## src/rtl/div_seq_signed.sv

```systemverilog
// div_seq_signed: multi-cycle restoring divider with signed/unsigned mode,
// U quotient bits per OP cycle, divide-by-zero and signed-overflow flags.
// Latency is fixed at W/U+2 edges from accept to the results being valid.
module div_seq_signed #(
  parameter int W = 32,
  parameter int U = 1
) (
  input  logic         clk,
  input  logic         rst_n,
  input  logic         start,
  input  logic         sgn,
  input  logic [W-1:0] dividend,
  input  logic [W-1:0] divisor,
  output logic [W-1:0] quotient,
  output logic [W-1:0] remainder,
  output logic         ready,
  output logic         done_tick,
  output logic         div_zero,
  output logic         overflow
);

  localparam int N  = W / U;
  localparam int CW = $clog2(N + 1);

  typedef enum logic [2:0] {
    S_IDLE = 3'd0,
    S_PREP = 3'd1,
    S_OP   = 3'd2,
    S_FIX  = 3'd3,
    S_DONE = 3'd4
  } state_t;

  state_t         r_state;
  logic           r_sgn;
  logic [W-1:0]   r_dvd;        // raw dividend, kept for the divide-by-zero remainder
  logic [W-1:0]   r_dvs;        // raw divisor at accept, magnitude after PREP
  logic [W-1:0]   r_quo;        // dividend magnitude shifting out, quotient shifting in
  logic [W-1:0]   r_rem;        // partial remainder, always < divisor magnitude
  logic [CW-1:0]  r_cnt;
  logic           r_qneg;
  logic           r_rneg;
  logic           r_dz;
  logic           r_ovf;
  logic [W-1:0]   r_quotient;
  logic [W-1:0]   r_remainder;
  logic           r_ready;
  logic           r_done;
  logic           r_div_zero;
  logic           r_overflow;

  logic           w_dvd_neg;
  logic           w_dvs_neg;
  logic [W-1:0]   w_dvd_mag;
  logic [W-1:0]   w_dvs_mag;
  logic           w_dz;
  logic           w_ovf;
  logic [W:0]     w_trial;
  logic [W-1:0]   w_rem_nx;
  logic [W-1:0]   w_quo_nx;
  logic [W-1:0]   w_q_fix;
  logic [W-1:0]   w_r_fix;

  // Operand sign handling and special-case detection, used in PREP.
  assign w_dvd_neg = r_sgn & r_dvd[W-1];
  assign w_dvs_neg = r_sgn & r_dvs[W-1];
  assign w_dvd_mag = w_dvd_neg ? (-r_dvd) : r_dvd;
  assign w_dvs_mag = w_dvs_neg ? (-r_dvs) : r_dvs;
  assign w_dz      = (r_dvs == {W{1'b0}});
  assign w_ovf     = r_sgn && (r_dvd == {1'b1, {(W-1){1'b0}}}) && (&r_dvs);

  // U chained restoring steps; the trial value is W+1 bits so a full-range divisor compares correctly.
  always_comb begin
    w_rem_nx = r_rem;
    w_quo_nx = r_quo;
    w_trial  = {(W+1){1'b0}};
    for (int k = 0; k < U; k++) begin
      w_trial = {w_rem_nx, w_quo_nx[W-1]};
      if (w_trial >= {1'b0, r_dvs}) begin
        w_rem_nx = w_trial[W-1:0] - r_dvs;
        w_quo_nx = {w_quo_nx[W-2:0], 1'b1};
      end else begin
        w_rem_nx = w_trial[W-1:0];
        w_quo_nx = {w_quo_nx[W-2:0], 1'b0};
      end
    end
  end

  // Result overrides in priority order, then sign correction of the magnitudes.
  always_comb begin
    w_q_fix = r_quo;
    w_r_fix = r_rem;
    if (r_dz) begin
      w_q_fix = {W{1'b1}};
      w_r_fix = r_dvd;
    end else if (r_ovf) begin
      w_q_fix = {1'b1, {(W-1){1'b0}}};
      w_r_fix = {W{1'b0}};
    end else begin
      w_q_fix = r_qneg ? (-r_quo) : r_quo;
      w_r_fix = r_rneg ? (-r_rem) : r_rem;
    end
  end

  // Control FSM and all datapath/output registers.
  always_ff @(posedge clk or negedge rst_n) begin
    if (!rst_n) begin
      r_state     <= S_IDLE;
      r_sgn       <= 1'b0;
      r_dvd       <= {W{1'b0}};
      r_dvs       <= {W{1'b0}};
      r_quo       <= {W{1'b0}};
      r_rem       <= {W{1'b0}};
      r_cnt       <= {CW{1'b0}};
      r_qneg      <= 1'b0;
      r_rneg      <= 1'b0;
      r_dz        <= 1'b0;
      r_ovf       <= 1'b0;
      r_quotient  <= {W{1'b0}};
      r_remainder <= {W{1'b0}};
      r_ready     <= 1'b1;
      r_done      <= 1'b0;
      r_div_zero  <= 1'b0;
      r_overflow  <= 1'b0;
    end else begin
      case (r_state)
        S_IDLE: begin
          if (start) begin
            r_dvd   <= dividend;
            r_dvs   <= divisor;
            r_sgn   <= sgn;
            r_ready <= 1'b0;
            r_state <= S_PREP;
          end
        end
        S_PREP: begin
          r_quo   <= w_dvd_mag;
          r_dvs   <= w_dvs_mag;
          r_rem   <= {W{1'b0}};
          r_cnt   <= CW'(N);
          r_qneg  <= w_dvd_neg ^ w_dvs_neg;
          r_rneg  <= w_dvd_neg;
          r_dz    <= w_dz;
          r_ovf   <= w_ovf;
          r_state <= S_OP;
        end
        S_OP: begin
          r_quo <= w_quo_nx;
          r_rem <= w_rem_nx;
          r_cnt <= r_cnt - CW'(1);
          if (r_cnt == CW'(1)) begin
            r_state <= S_FIX;
          end
        end
        S_FIX: begin
          r_quotient  <= w_q_fix;
          r_remainder <= w_r_fix;
          r_div_zero  <= r_dz;
          r_overflow  <= r_ovf;
          r_done      <= 1'b1;
          r_state     <= S_DONE;
        end
        S_DONE: begin
          r_done  <= 1'b0;
          r_ready <= 1'b1;
          r_state <= S_IDLE;
        end
        default: begin
          r_done  <= 1'b0;
          r_ready <= 1'b1;
          r_state <= S_IDLE;
        end
      endcase
    end
  end

  assign quotient  = r_quotient;
  assign remainder = r_remainder;
  assign ready     = r_ready;
  assign done_tick = r_done;
  assign div_zero  = r_div_zero;
  assign overflow  = r_overflow;

endmodule

```

## config.mk

```make
export PLATFORM = sky130hd
export DESIGN_NAME = div_seq_signed
export DESIGN_NICKNAME = d
export VERILOG_FILES = /design/src/rtl/div_seq_signed.sv
export SDC_FILE = /design/constraint.sdc
export NUM_CORES = 1
export LEC_CHECK = 0
export BUFFER_PORTS_ARGS = -buffer_cell sky130_fd_sc_hd__buf_2
export CORE_MARGIN = 8
export CORE_UTILIZATION = 60
export CTS_CLUSTER_DIAMETER = 150
export DETAILED_ROUTE_END_ITERATION = 8
export GPL_ROUTABILITY_DRIVEN = 1
export HOLD_SLACK_MARGIN = 0.03
export PLACE_DENSITY_LB_ADDON = 0.1
export SYNTH_ARGS = -nofsm -noshare
export SYNTH_HDL_FRONTEND = slang
export SYNTH_SLANG_ARGS = --single-unit
```

## constraint.sdc

```tcl
create_clock -name clk -period 3.2 [get_ports clk]
set_input_delay 0.16 -clock clk [delete_from_list [all_inputs] [get_ports clk]]
set_output_delay 0.16 -clock clk [all_outputs]
set_load 0.03 [all_outputs]
```

Yosys cells after proc, flatten, opt, wreduce, memory -nomap -nowiden --
Cells that the tools add are included.
Word-level totals: input bits 68, bits in writable memories 0, logic and storage cells 70, bits in registers 210, bits in latches 0, bits in read-only memories 0, memories 0
Operators by class: bitwise gates (word level) 4, add/subtract/negate cells 6, reductions and logical operators 13, magnitude comparators 1, shifts and indexed selects 0, divide/modulo/power cells 0, eq/ne operators 8, multiplexer cells 21, multiply operators 0
Operators with widths (count):
- 2-to-1 mux 32 bit | 10
- case mux 32 bit (2 select lines) | 3
- negation 32 bit | 4
- >= comparator 33 x 32 -> 1 bit | 1
- equality test 32 bit (second input constant) | 1
- logical NOT 32 bit | 1
- AND reduction 32 bit | 1
- subtractor 32 bit | 1
- case mux 3 bit (4 select lines) | 1
- case mux 6 bit (2 select lines) | 1
- equality test 3 x 2 -> 1 bit (second input constant) | 2
- equality test 6 x 1 -> 1 bit (second input constant) | 1
- 2-to-1 mux 3 bit | 2
- != test 2 bit (second input constant) | 3
- AND reduction 2 bit | 3
- OR reduction 3 bit | 2
- subtractor 6 x 1 -> 6 bit (second input constant) | 1
- case mux 1 bit (2 select lines) | 2
- nonzero test 2 bit | 2
- equality test 3 x 1 -> 1 bit (second input constant) | 1
- logical NOT 3 bit | 1
- AND reduction 3 bit | 1
- bitwise AND 1 bit | 2
- logical AND 1 bit | 2
- 3 further kinds | 4

Logic depth before layout (Yosys ltp) --
word-level depth 4, mapped depth 13, gate-level depth less buffers 13

Worst setup path after synthesis --
OpenSTA, ideal clock, no wires.
path kind register to register, from register r_quo[31], to register r_rem[28], setup slack 0.259 ns, buffers on the path 0, cell stages (with the launch flop) 14, arrival 2.803 ns, cells stage by stage dfrtp_1 inv_1 ha_1 inv_1 fa_1 a21o_1 a221oi_2 nor4bb_1 or3_1 a41o_1 o41ai_2 o21ai_0 xnor2_1 o21ai_0
On the way: longest elaborated chain between the ends 3, elaborated cells between the ends (all ways) 4, those cells by class add/sub (1); order compare (1); mux (2)
RTL lines:
- start, declared | RTL line 37 | logic [W-1:0] r_quo;
- start signal, assigned | RTL line 111 | r_quo <= {W{1'b0}};
- start signal, assigned | RTL line 136 | r_quo <= w_dvd_mag;
- start signal, assigned | RTL line 147 | r_quo <= w_quo_nx;
- subtractor 32 bit / >= comparator 33 x 32 -> 1 bit (equally long branches) | RTL line 79, 78
- 2-to-1 mux 32 bit * | RTL line 78 | if (w_trial >= {1'b0, r_dvs}) begin
- case mux 32 bit (2 select lines) * | RTL line 125 | case (r_state)
- end signal, assigned | RTL line 112 | r_rem <= {W{1'b0}};
- end signal, assigned | RTL line 138 | r_rem <= {W{1'b0}};
- end signal, assigned | RTL line 148 | r_rem <= w_rem_nx;
- end, declared | RTL line 38 | logic [W-1:0] r_rem;
Every way passes the cells marked *; elsewhere a longest branch is shown, timed or not. A chain may end at the register's enable or synchronous reset.

Worst setup path after layout --
from register r_dvs[17], to register r_rem[24]
On the way: longest elaborated chain between the ends 3, elaborated cells between the ends (all ways) 4, those cells by class add/sub (1); order compare (1); mux (2)
RTL lines:
- start, declared | RTL line 36 | logic [W-1:0] r_dvs;
- start signal, assigned | RTL line 110 | r_dvs <= {W{1'b0}};
- start signal, assigned | RTL line 129 | r_dvs <= divisor;
- start signal, assigned | RTL line 137 | r_dvs <= w_dvs_mag;
- subtractor 32 bit / >= comparator 33 x 32 -> 1 bit (equally long branches) | RTL line 79, 78
- 2-to-1 mux 32 bit * | RTL line 78
- case mux 32 bit (2 select lines) * | RTL line 125
Marks and branches as above.

==> impl_metrics.yaml <==
run_status:
  status: "completed"
drt:
  firstDrtPassIters: 8
  routed_wl_um: 42800
  vias_per_cell: 6.17
  first_iter_violations: 1167
  avgRoutedWirePerCell_um: 20.8
  antenna_left: 0
  vias: 12700
  drc_errors: 0
clocking:
  cts_buffer_depth: 3
  numCtsBuffers: 25
  clkLatencyLatePin_ps: 510
  cts.sinks: 210
  cts_tree: "built"
  cts_max_level: 1
  clkTransAtPathRegs_ps: 60
  cts_root_buffer: "clkbuf_16"
final_layout:
  multi_input_area_sq_mm: 0.00735
  areaGrowthSynthToFinish_pct: 24.8
  utilization_pct: 75.6
  drive_gt1_share_pct: 20.7
  diodes: 0
  stdcell_area_sq_mm: 0.0163
  nFillCells: 1593
  final-seq-area_sq_mm: 0.00526
  fin_nets: 1870
logic_synthesis:
  synthCells: 1496
  synth_top_area_share_pct: 39.9
  ys_seq_area_share_pct: 40.1
  synth_edf_count: 0
  yosys_warnings: 0
  yosys_register_bits: 210
  yosysMostFrequentCell: "dfrtp_1"
  async_reset_ff_share_pct: 100
  avgSynthCellArea_sq_um: 8.75
  syn-cell-area_sq_mm: 0.0131
  yosys-top-cells-area: "dfrtp_1 40%, o21ai_0 5.9%, nand2_1 4.2%, xor2_1 4.1%, nor2_1 3.8%"
  synth_common_cells: "209 x dfrtp_1, 155 x o21ai_0, 145 x nand2_1"
  ys_dominant_reg_cell: "dfrtp_1"
  synth_nets: 1604
  synth_area_leader_cell: "dfrtp_1"
  ys_types: 79
setup_path:
  crit_path_top_delay_cell: "a2111oi_0"
  cpPeakStageDelay_ps: 540
  required_ps: 3650
  crit_buf_inv: 2
  startpoint_type: "register"
  crit_chain: "inv_1 > ha_1 > buf_4 > a21o_1 > o21bai_1 > a2111oi_0 > o21ai_0 > a21o_1 > o41a_1 > a211o_1 > nand3_1"
  crit_family: "compound AO/OA/AOI/OAI gates"
  crit_fanout: 4
  critPathKind: "register to register"
  end_kind: "register"
  cp.arrival_ps: 3480
  worst_path_most_repeated_cell: "a21o_1"
sta:
  worstMarginPinSlew_ps: 1010
  max_freq_ghz: 0.329
  finalHoldViolCount: 0
  setup_violations: 0
  max-slew-margin-rel_pct: 32.8
  skew_ps: 10.6
  fin_crit_sh_pct: 94.9
  fin_crit_ps: 3040
  drv_slew: 0
  setup-tns-final_ps: 0
global_routing:
  grt_use_total_pct: 31.5
  antenna_found_initial: 0
  grt_pass1_vias: 12400
  grt-busiest-layer: "met2"
  grtUsageMet2_pct: 54.9
  grt_max_degree: 97
  grt_pass1_wl_um: 67600
  grt_util_met3_pct: 3.86
  overflow: 0
  met1_usage_pct: 38.9
place:
  dpl.hpwl_um: 30800
  place_congestion: 0.948
  placed_area_sq_mm: 0.0149
  port-buffer-count: 135
floorplanning:
  core-area_sq_mm: 0.0216
  dieArea_sq_mm: 0.0268
  ios: 136
  die-height_um: 164
  rows: 54
  die_w_um: 164
  initial_utilization_pct: 60.6
run:
  drv_cap: 0
pwr:
  power_w: 0.0173
  max-vdd-ir-drop_v: 0.000664
  powerDensity_mw_per_mm2: 1060
  leakagePower_nw: 7.68
min_path:
  hold_path_class: "input pin to register"
==> metal layers <==
| layer | up-vias | share of wire (%) |
|---|---|---|
| li1 | 5992 | - |
| met1 | 6128 | 40 |
| met2 | 494 | 50 |
| met3 | 97 | 6.1 |
| met4 | 0 | 4.0 |
| met5 | - | 0 |
==> placed cells by master, fill, tap and decap left out, types with 8 or more instances in the layout <==
cell	count
a21o_1	14
a21oi_1	88
a221oi_1	18
a22oi_1	38
a31oi_1	10
a32oi_1	10
and3_1	9
buf_2	134
buf_4	129
clkbuf_1	8
clkbuf_16	25
dfrtp_1	208
dlygate4sd3_1	60
ha_1	38
inv_1	52
mux2_2	30
mux2i_1	19
nand2_1	145
nand2b_1	13
nand3_1	48
nand4_1	22
nor2_1	130
nor3_1	44
nor4_1	15
o21ai_0	152
o22a_1	19
o22ai_1	17
o31ai_1	33
o41ai_1	8
or3_1	14
or4_1	8
xnor2_1	56
xor2_1	61
==> layout make-up <==
class / instances / share of cell area (%)
Clock inverter: 7 / 0.697
Tap cell: 280 / 2.14
Multi-Input combinational cell: 1142 / 45.0
Clock buffer: 37 / 4.35
Inverter: 54 / 1.24
Sequential cell: 210 / 32.2
Timing Repair Buffer: 329 / 14.4
==> registers in the layout, indices dropped and copies added, names as in the netlist, 3 cells and up <==
name,cells
r_dvs,32
r_dvd,32
r_quo,32
quotient,32
r_state,3
remainder,32
r_rem,32
r_cnt,6
==> metrics by stage <==
stage               setup slack [ps]  hold WS [ps]  std cells
detailed placement              71.9           318       1954
global placement                 148           309       1954
floorplan                        259          -136       1496
global route                   -6.17          41.1       2059
CTS                             17.0          40.0       2058
finish                           162          49.2       2059
==> what timing repair did <==
action,in CTS,in global routing
buffers inserted,0,1
hold endpoints to repair,152,0
setup endpoints to repair,0,10
hold buffers,60,0
resized for setup,0,13
==> power breakdown <==
part | total, W | internal, W | switching, W | leakage, nW
sequential | 0.00506 | 0.00379 | 0.00128 | 2.60
clock | 0.00288 | 0.00177 | 0.00111 | 0.405
combinational | 0.00940 | 0.00364 | 0.00575 | 4.68
==> final timing paths <==
check | slack, ps | endpoint | cells past startpoint | start
worst min-delay path | 50 | r_dvs[21] | 3 | divisor[21]
worst max register to register | 160 | r_rem[24] | 11 | r_dvs[17]
max in group asynchronous | 2030 | r_dvd[11] | 3 | rst_n
worst min register to register | 470 | quotient[9] | 2 | quotient[9]
min in group asynchronous | 320 | remainder[27] | 2 | rst_n
worst max-delay path | 160 | r_rem[24] | 11 | r_dvs[17]
==> worst reg2reg max path, delay by kind of cell (launching register included) <==
kind                     cells  cell delay, ps
AND/OR/NAND/NOR              1              60
buffers and inverters        2             370
adder cells (fa/ha/maj)      1             290
flip-flops                   1             380
AO/OA/AOI/OAI                7            1860
==> cell families (layout without fill, tap and decap cells) <==
group | count (synthesis) | in the layout | synth area share [%]
DFF | 210 | 210 | 40.1
xor gates and xnor gates | 117 | 117 | 7.83
and+or+nand+nor | 488 | 488 | 18.1
buffers and inverters | 144 | 427 | 4.24
adders and majority gates | 40 | 40 | 3.88
muxes | 49 | 49 | 4.03
AOI/OAI and AO/OA | 448 | 448 | 21.8
Note: power is estimated with default switching activity, not from simulation.
